### config.mk
export PLATFORM = sky130hd
export DESIGN_NAME = switch_debouncer
export DESIGN_NICKNAME = d
export VERILOG_FILES = /design/src/rtl/switch_pkg.sv /design/src/rtl/sync_2ff.sv /design/src/rtl/switch_debouncer.sv
export SDC_FILE = /design/constraint.sdc
export NUM_CORES = 1
export LEC_CHECK = 0
export BUFFER_PORTS_ARGS = -buffer_cell sky130_fd_sc_hd__buf_4
export CAP_MARGIN = 20
export CORE_UTILIZATION = 50
export CTS_BUF_LIST = sky130_fd_sc_hd__clkbuf_8
export DETAILED_ROUTE_END_ITERATION = 12
export PLACE_DENSITY = 0.69
export SKIP_CTS_REPAIR_TIMING = 1
export SLEW_MARGIN = 5
export SYNTH_ARGS = -nofsm -noshare
export SYNTH_HDL_FRONTEND = slang
export SYNTH_HIERARCHICAL = 1
export SYNTH_SLANG_ARGS = --single-unit
### constraint.sdc
create_clock -name clk -period 2.3 [get_ports clk]
set_input_delay 0.46 -clock clk [delete_from_list [all_inputs] [get_ports clk]]
set_output_delay 0.46 -clock clk [all_outputs]
set_load 0.02 [all_outputs]
### src/rtl/switch_pkg.sv
// Shared definitions for the slide-switch conditioning path and the decoder stage.
// Latency: n/a (types and constants only).
// Backpressure: n/a.
package switch_pkg;

    typedef enum logic {
        IDLE  = 1'b0,
        COUNT = 1'b1
    } deb_state_t;

    localparam int SW_WIDTH         = 8;
    localparam int DEBOUNCE_DEFAULT = 1000000;

endpackage : switch_pkg

### src/rtl/sync_2ff.sv
// Two-flop synchroniser bringing asynchronous pins into the clk domain.
// Latency: 2 cycles from d to q.
// Backpressure: none, free-running sampler.
module sync_2ff #(
    parameter int WIDTH = 8
) (
    input  logic             clk,
    input  logic             reset,
    input  logic [WIDTH-1:0] d,
    output logic [WIDTH-1:0] q
);

    logic [WIDTH-1:0] s1;

    always_ff @(posedge clk) begin
        if (reset) begin
            s1 <= '0;
            q  <= '0;
        end else begin
            s1 <= d;
            q  <= s1;
        end
    end

endmodule : sync_2ff

### src/rtl/switch_debouncer.sv
// Synchronises and debounces the switch bank as one vector; pulses on each commit.
// Latency: DEBOUNCE_CYCLES+3 cycles from a pin change to sw_stable.
// Backpressure: none; a pattern that stops holding is dropped or retimed.
module switch_debouncer
    import switch_pkg::*;
#(
    parameter int WIDTH           = SW_WIDTH,
    parameter int DEBOUNCE_CYCLES = DEBOUNCE_DEFAULT
) (
    input  logic             clk,
    input  logic             reset,
    input  logic [WIDTH-1:0] sw_raw,
    output logic [WIDTH-1:0] sw_stable,
    output logic             sw_changed,
    output logic [WIDTH-1:0] changed_mask,
    output logic             busy
);

    localparam int CNT_W = $clog2(DEBOUNCE_CYCLES);
    localparam logic [CNT_W-1:0] CNT_LAST = CNT_W'(DEBOUNCE_CYCLES - 1);

    logic [WIDTH-1:0] s2;

    deb_state_t       state_q, state_d;
    logic [WIDTH-1:0] cand_q, cand_d;
    logic [CNT_W-1:0] cnt_q, cnt_d;
    logic [WIDTH-1:0] stable_d;
    logic             changed_d;
    logic [WIDTH-1:0] mask_d;

    sync_2ff #(
        .WIDTH (WIDTH)
    ) u_sync (
        .clk   (clk),
        .reset (reset),
        .d     (sw_raw),
        .q     (s2)
    );

    always_comb begin
        state_d   = state_q;
        cand_d    = cand_q;
        cnt_d     = cnt_q;
        stable_d  = sw_stable;
        changed_d = 1'b0;
        mask_d    = '0;

        case (state_q)
            IDLE: begin
                if (s2 != sw_stable) begin
                    cand_d  = s2;
                    cnt_d   = '0;
                    state_d = COUNT;
                end
            end
            COUNT: begin
                if (s2 == cand_q) begin
                    // Compare before incrementing so the counter never wraps.
                    if (cnt_q == CNT_LAST) begin
                        stable_d  = cand_q;
                        changed_d = 1'b1;
                        mask_d    = cand_q ^ sw_stable;
                        state_d   = IDLE;
                    end else begin
                        cnt_d = cnt_q + CNT_W'(1);
                    end
                end else if (s2 == sw_stable) begin
                    state_d = IDLE;
                end else begin
                    // Any other pattern restarts timing against the new candidate.
                    cand_d = s2;
                    cnt_d  = '0;
                end
            end
            default: state_d = IDLE;
        endcase
    end

    always_ff @(posedge clk) begin
        if (reset) begin
            state_q      <= IDLE;
            cand_q       <= '0;
            cnt_q        <= '0;
            sw_stable    <= '0;
            sw_changed   <= 1'b0;
            changed_mask <= '0;
        end else begin
            state_q      <= state_d;
            cand_q       <= cand_d;
            cnt_q        <= cnt_d;
            sw_stable    <= stable_d;
            sw_changed   <= changed_d;
            changed_mask <= mask_d;
        end
    end

    assign busy = (state_q == COUNT);

endmodule : switch_debouncer
# [Word level (Yosys, flattened, before mapping)]
# Index checks and enable logic that the tools add are counted.
# Widths: inputs -> output; s select.
[word_totals] in_bits=10 out_inout_bits=18 reg_bits=62
[op_classes] add_sub_neg=1 n_eq_ne=9 muxes=15 bitwise_logic=4 n_reduce_logical=5
[op_table] op="$mux 20" n=4
[op_table] op="$pmux 20 s2" n=1
[op_table] op="$mux 8" n=3
[op_table] op="$add 20x1->20 const B" n=1
[op_table] op="$eq 20x20->1 const B" n=1
[op_table] op="$eq 8x8->1" n=2
[op_table] op="$pmux 8 s2" n=1
[op_table] op="$reduce_and 3->1" n=3
[op_table] op="$ne 8x8->1" n=1
[op_table] op="$xor 8x8->8" n=1
[op_table] op="$ne 2x2->1 const B" n=3
[op_table] op="$ne 3x3->1 const B" n=2
[op_table] op="$mux 1" n=5
[op_table] op="$reduce_or 4->1" n=1
[op_table] op="$not 1->1" n=3
[op_table] op="$reduce_or 3->1" n=1
[op_table] op="$pmux 1 s2" n=1

# [Depth between registers and ports, before layout]
[logic_depth] depth_word=4 ltp_mapped=8

# [Cells and area by module]
# The synthesis kept the hierarchy.
[by_module_without_submodules] mod="switch_debouncer" instances=1 area_per_inst_um2=2262.2 cells_each=259
[by_module_without_submodules] mod="sync_2ff" instances=1 area_per_inst_um2=464.2 cells_each=33

# [Worst setup path after synthesis]
# Ideal clock, no wire load.
[synth_timing] path_type="register -> register" from="register sw_stable[5]" to="register cnt_q[15]" setup_time_ns=0.115 n_path_buf=0 arrival_ns=1.714 path_stages_with_launch=7 slack_ns=0.472 path_cell_list="dfxtp_1 -> xor2_1 -> nor4_4 -> nand2_4 -> o21ai_4 -> nor3b_1 -> o21a_1"
[synth_between] elab_chain_len=3 elab_cells_between_ends=5
[synth_lines] item="start: declaration" line_no="switch_debouncer.sv:13" text="output logic [WIDTH-1:0] sw_stable,"
[synth_lines] item="start signal: assignment" line_no="switch_debouncer.sv:91" text="sw_stable <= stable_d;"
[synth_lines] item="$eq 8x8->1 or $ne 8x8->1 (tied branches)" line_no="switch_debouncer.sv:67, switch_debouncer.sv:50"
[synth_lines] item="$ne 3x3->1 (no source line) or $ne 2x2->1 (tied branches)"
[synth_lines] item="$reduce_and 3->1 (no source line) (*)"
[synth_lines] item="end signal: assignment" line_no="switch_debouncer.sv:90" text="cnt_q <= cnt_d;"
[synth_lines] item="end: declaration" line_no="switch_debouncer.sv:26" text="logic [CNT_W-1:0] cnt_q, cnt_d;"
# Every way passes the cells marked *; elsewhere a longest branch is shown, timed or not.
# A chain may end at the register's enable or synchronous reset.

# [Worst setup path after layout]
[layout_timing] from="register cnt_q[15]" to="register sw_stable[4]"
[layout_between] elab_chain_len=2
[layout_lines] item="$eq 20x20->1" line_no="switch_debouncer.sv:59" text="if (cnt_q == CNT_LAST) begin"
[layout_lines] item="$reduce_and 3->1 (no source line)"
# No other way between the ends.

==> impl_metrics.csv <==
group,metric,value,unit
logic_synthesis,seq_area_frac_synth,45.5,%
logic_synthesis,ys_ff_latch,62,
sta,tightest_slew,0.502,ns
logic_synthesis,synth_cell_types,55,
outcome,status,"finished clean",
power,ir_drop,0.000454,V
critical_path,criticalPathCategory,"flop to flop",
place,dp.cells,389,
power,pwr-share-seq,48.3,%
critical_path,critical_path.max_fanout,8,
critical_path,crit_required,2.57,ns
power,internal_power,1760,uW
route,drt_iter0_drc,196,
global_route,grt_pass1_wl,9320,um
floorplanning,floorplan.initialDensity,52.7,%
route,first_pass_iters,4,
power,leakage,0.00125,uW
place,dp_slack,0.299,ns
place,port_buffers,27,
global_route,grt_util_all_layers,22.3,%
clocking,cts_buffers,9,
critical_path,path_cells,"nor4bb_1 -> nand4_1 -> or2_2 -> nor2_2 -> nand2_1 -> a21oi_1",
final_layout,n_antenna_cell,0,
power,pwr-share-comb,8.1,%
clocking,clk_pin_slew_worst_paths,0.07,ns
sta,min_period,2.01,ns
final_layout,area_delta_synth_final,18.9,%
clocking,cts_num_sinks,62,
final_layout,nets,341,
place,post-dp-hpwl,4010,um
route,wire_per_inst,14.1,um
critical_path,cp-start-kind,"flop",
place,finalWeightedCongestion,0.871,
sta,drv_slew,0,
sta,fmax,497,MHz
floorplanning,die_w,75.8,um
critical_path,worstSetupEndpointType,"flop",
worst_hold_path,hold_class,"primary input to flop",
clocking,cts_tree,"built",
sta,slew_headroom,66.3,%
global_route,grt_overflow_total,0,
floorplanning,num_rows,26,
floorplanning,dieArea,5750,um^2
final_layout,stdcell_count,405,
power,switching_share,23.5,%
clocking,htreeDepth,3,
sta,fin_setup_tns,0,ns
route,ant_nets,0,
sta,fin_crit_sh,87.4,%
sta,setup_ws,0.289,ns
global_route,grt_max_degree,28,
job,maxCapViolCount,0,
final_layout,drive_above_1_share,24.8,%
global_route,antenna_found_initial,0,
critical_path,slowest_delay,0.40,ns
sta,hold_violations,0,
power,p_switching,541,uW
logic_synthesis,syn-instance-count,292,
clocking,cts-root-buf,"clkbuf_8",
route,dr_total_vias,2159,
critical_path,arrival,2.28,ns
floorplanning,coreArea,5170,um^2
critical_path,slowest_stage,"dfxtp_1",
power,p_clk_share,43.6,%
logic_synthesis,ys.warnings.count,6,
floorplanning,fp.dieH,75.8,um
logic_synthesis,synth_fp_nets,303,
logic_synthesis,avgSynthCellArea,9.34,um^2
sta,clock_skew,0.00693,ns
global_route,grt_pass1_vias,1886,
sta,rsz0062_at_grt,"no",
final_layout,final_common_cell,"dfxtp_1",
sta,finalSetupViolations,0,
route,drc,0,
route,viasPerCell,5.33,
route,wl,5720,um
clocking,clockBufferDepth,2,
power,power.density,711,nW/um^2
clocking,clk_latency,0.34,ns
floorplanning,boundaryPins,28,
final_layout,layout.cells.most_common_list,"62 x dfxtp_1, 35 x nand2_1, 34 x buf_4, 23 x nor2_1, 21 x a21oi_1",
logic_synthesis,synth_area,2730,um^2
[critical path: cells and delay by family, from the launching register on]
family	cells	cell delay, ns
and+or+nand+nor	5	1.39
DFF	1	0.40
AOI/OAI and AO/OA	1	0.15
[worst paths after layout]
kind,startpoint,endpoint,slack (ns),depth (start not counted)
worst max-delay path,cnt_q[15],sw_stable[4],0.29,6
worst min-delay path,sw_raw[3],u_sync/s1[3],0.33,2
worst max register to register,cnt_q[15],sw_stable[4],0.29,6
worst min register to register,u_sync/s1[3],u_sync/q[3],0.44,1
[routing by layer]
metal,GRT usage [%],vias up,routed length (um)
met5,0,-,0
met4,9.47,0,54
met3,5.95,6,288
met2,31.2,56,2530
met1,32.2,999,2850
li1,-,1098,-
[per-stage QoR]
step	total power, uW	hold slack [ns]	cell area [um^2]	utilization, %
6_report	2300	0.326	3240	62.7
5_1_grt	2390	0.319	3240	62.7
4_1_cts	2330	0.311	3230	62.5
3_5_place_dp	1320	0.420	3010	58.3
3_3_place_gp	1320	0.421	3010	58.3
2_1_floorplan	1270	0.414	2730	-
[area by class of cell]
cell class	count	area, um^2
tap	70	87.6
sequential	62	1240
inverter	3	11.3
fill	447	1930
clock buffer	12	165
clock inverter	4	53.8
multi-input combinational	220	1430
timing repair buffer	34	255
[kinds of logic (layout without fill, tap and decap cells)]
group | Yosys count | after routing | synth area share, %
and+or+nand+nor | 138 | 138 | 30.1
DFF | 62 | 62 | 45.5
AOI/OAI and AO/OA | 54 | 54 | 12.7
xor gates and xnor gates | 25 | 25 | 8.03
buffers and inverters | 10 | 53 | 2.43
muxes | 2 | 2 | 0.734
adders and majority gates | 1 | 1 | 0.459
[sequential cells by signal (all words and copies together) (netlist names)]
name          cells
busy              1
cand_q            8
changed_mask      8
cnt_q            20
sw_changed        1
sw_stable         8
u_sync/q          8
u_sync/s1         8
[synth_stat cells (all sizes together)]
| cell type | count | share of area, % |
|---|---|---|
| and4 | 4 | 1.3 |
| nor2 | 26 | 3.9 |
| buf | 3 | 1.1 |
| o32ai | 1 | 0.32 |
| o21a | 1 | 0.28 |
| or2 | 3 | 0.69 |
| clkbuf | 4 | 0.92 |
| o21ba | 2 | 0.73 |
| o21ai | 16 | 3.4 |
| nor3 | 3 | 1.1 |
| nand2 | 36 | 5.2 |
| xnor2 | 12 | 3.9 |
| nand4b | 1 | 0.55 |
| o2111a | 1 | 0.41 |
| o22ai | 1 | 0.46 |
| o31ai | 3 | 0.83 |
| nor4 | 3 | 1.8 |
| nor4b | 3 | 0.96 |
| and3 | 3 | 0.73 |
| nor3b | 1 | 0.28 |
| xor2 | 13 | 4.2 |
| a21oi | 22 | 4.2 |
| o41ai | 2 | 0.64 |
| nand3 | 19 | 3.5 |
| a21boi | 1 | 0.28 |
| a22o | 1 | 0.32 |
| nor2b | 11 | 3.2 |
| or3 | 5 | 1.1 |
| nand4 | 5 | 1.1 |
| a31oi | 2 | 0.46 |
| nor4bb | 2 | 0.73 |
| nand3b | 1 | 0.28 |
| dfxtp | 62 | 46 |
| and2 | 3 | 0.73 |
| inv | 3 | 0.41 |
| and2b | 6 | 1.9 |
| ha | 1 | 0.46 |
| nand2b | 3 | 0.96 |
| mux2i | 2 | 0.73 |
| a211oi | 1 | 0.46 |
[power by group through the flow]
stage	Clock, uW	Sequential, uW	Combinational (uW)
after floorplan	0	1130	135
after global placement	0	1140	182
after detailed placement	0	1140	184
after CTS	1030	1110	185
after global routing	1080	1110	203
final	1010	1110	187
Note: power is estimated with default switching activity, not from simulation.
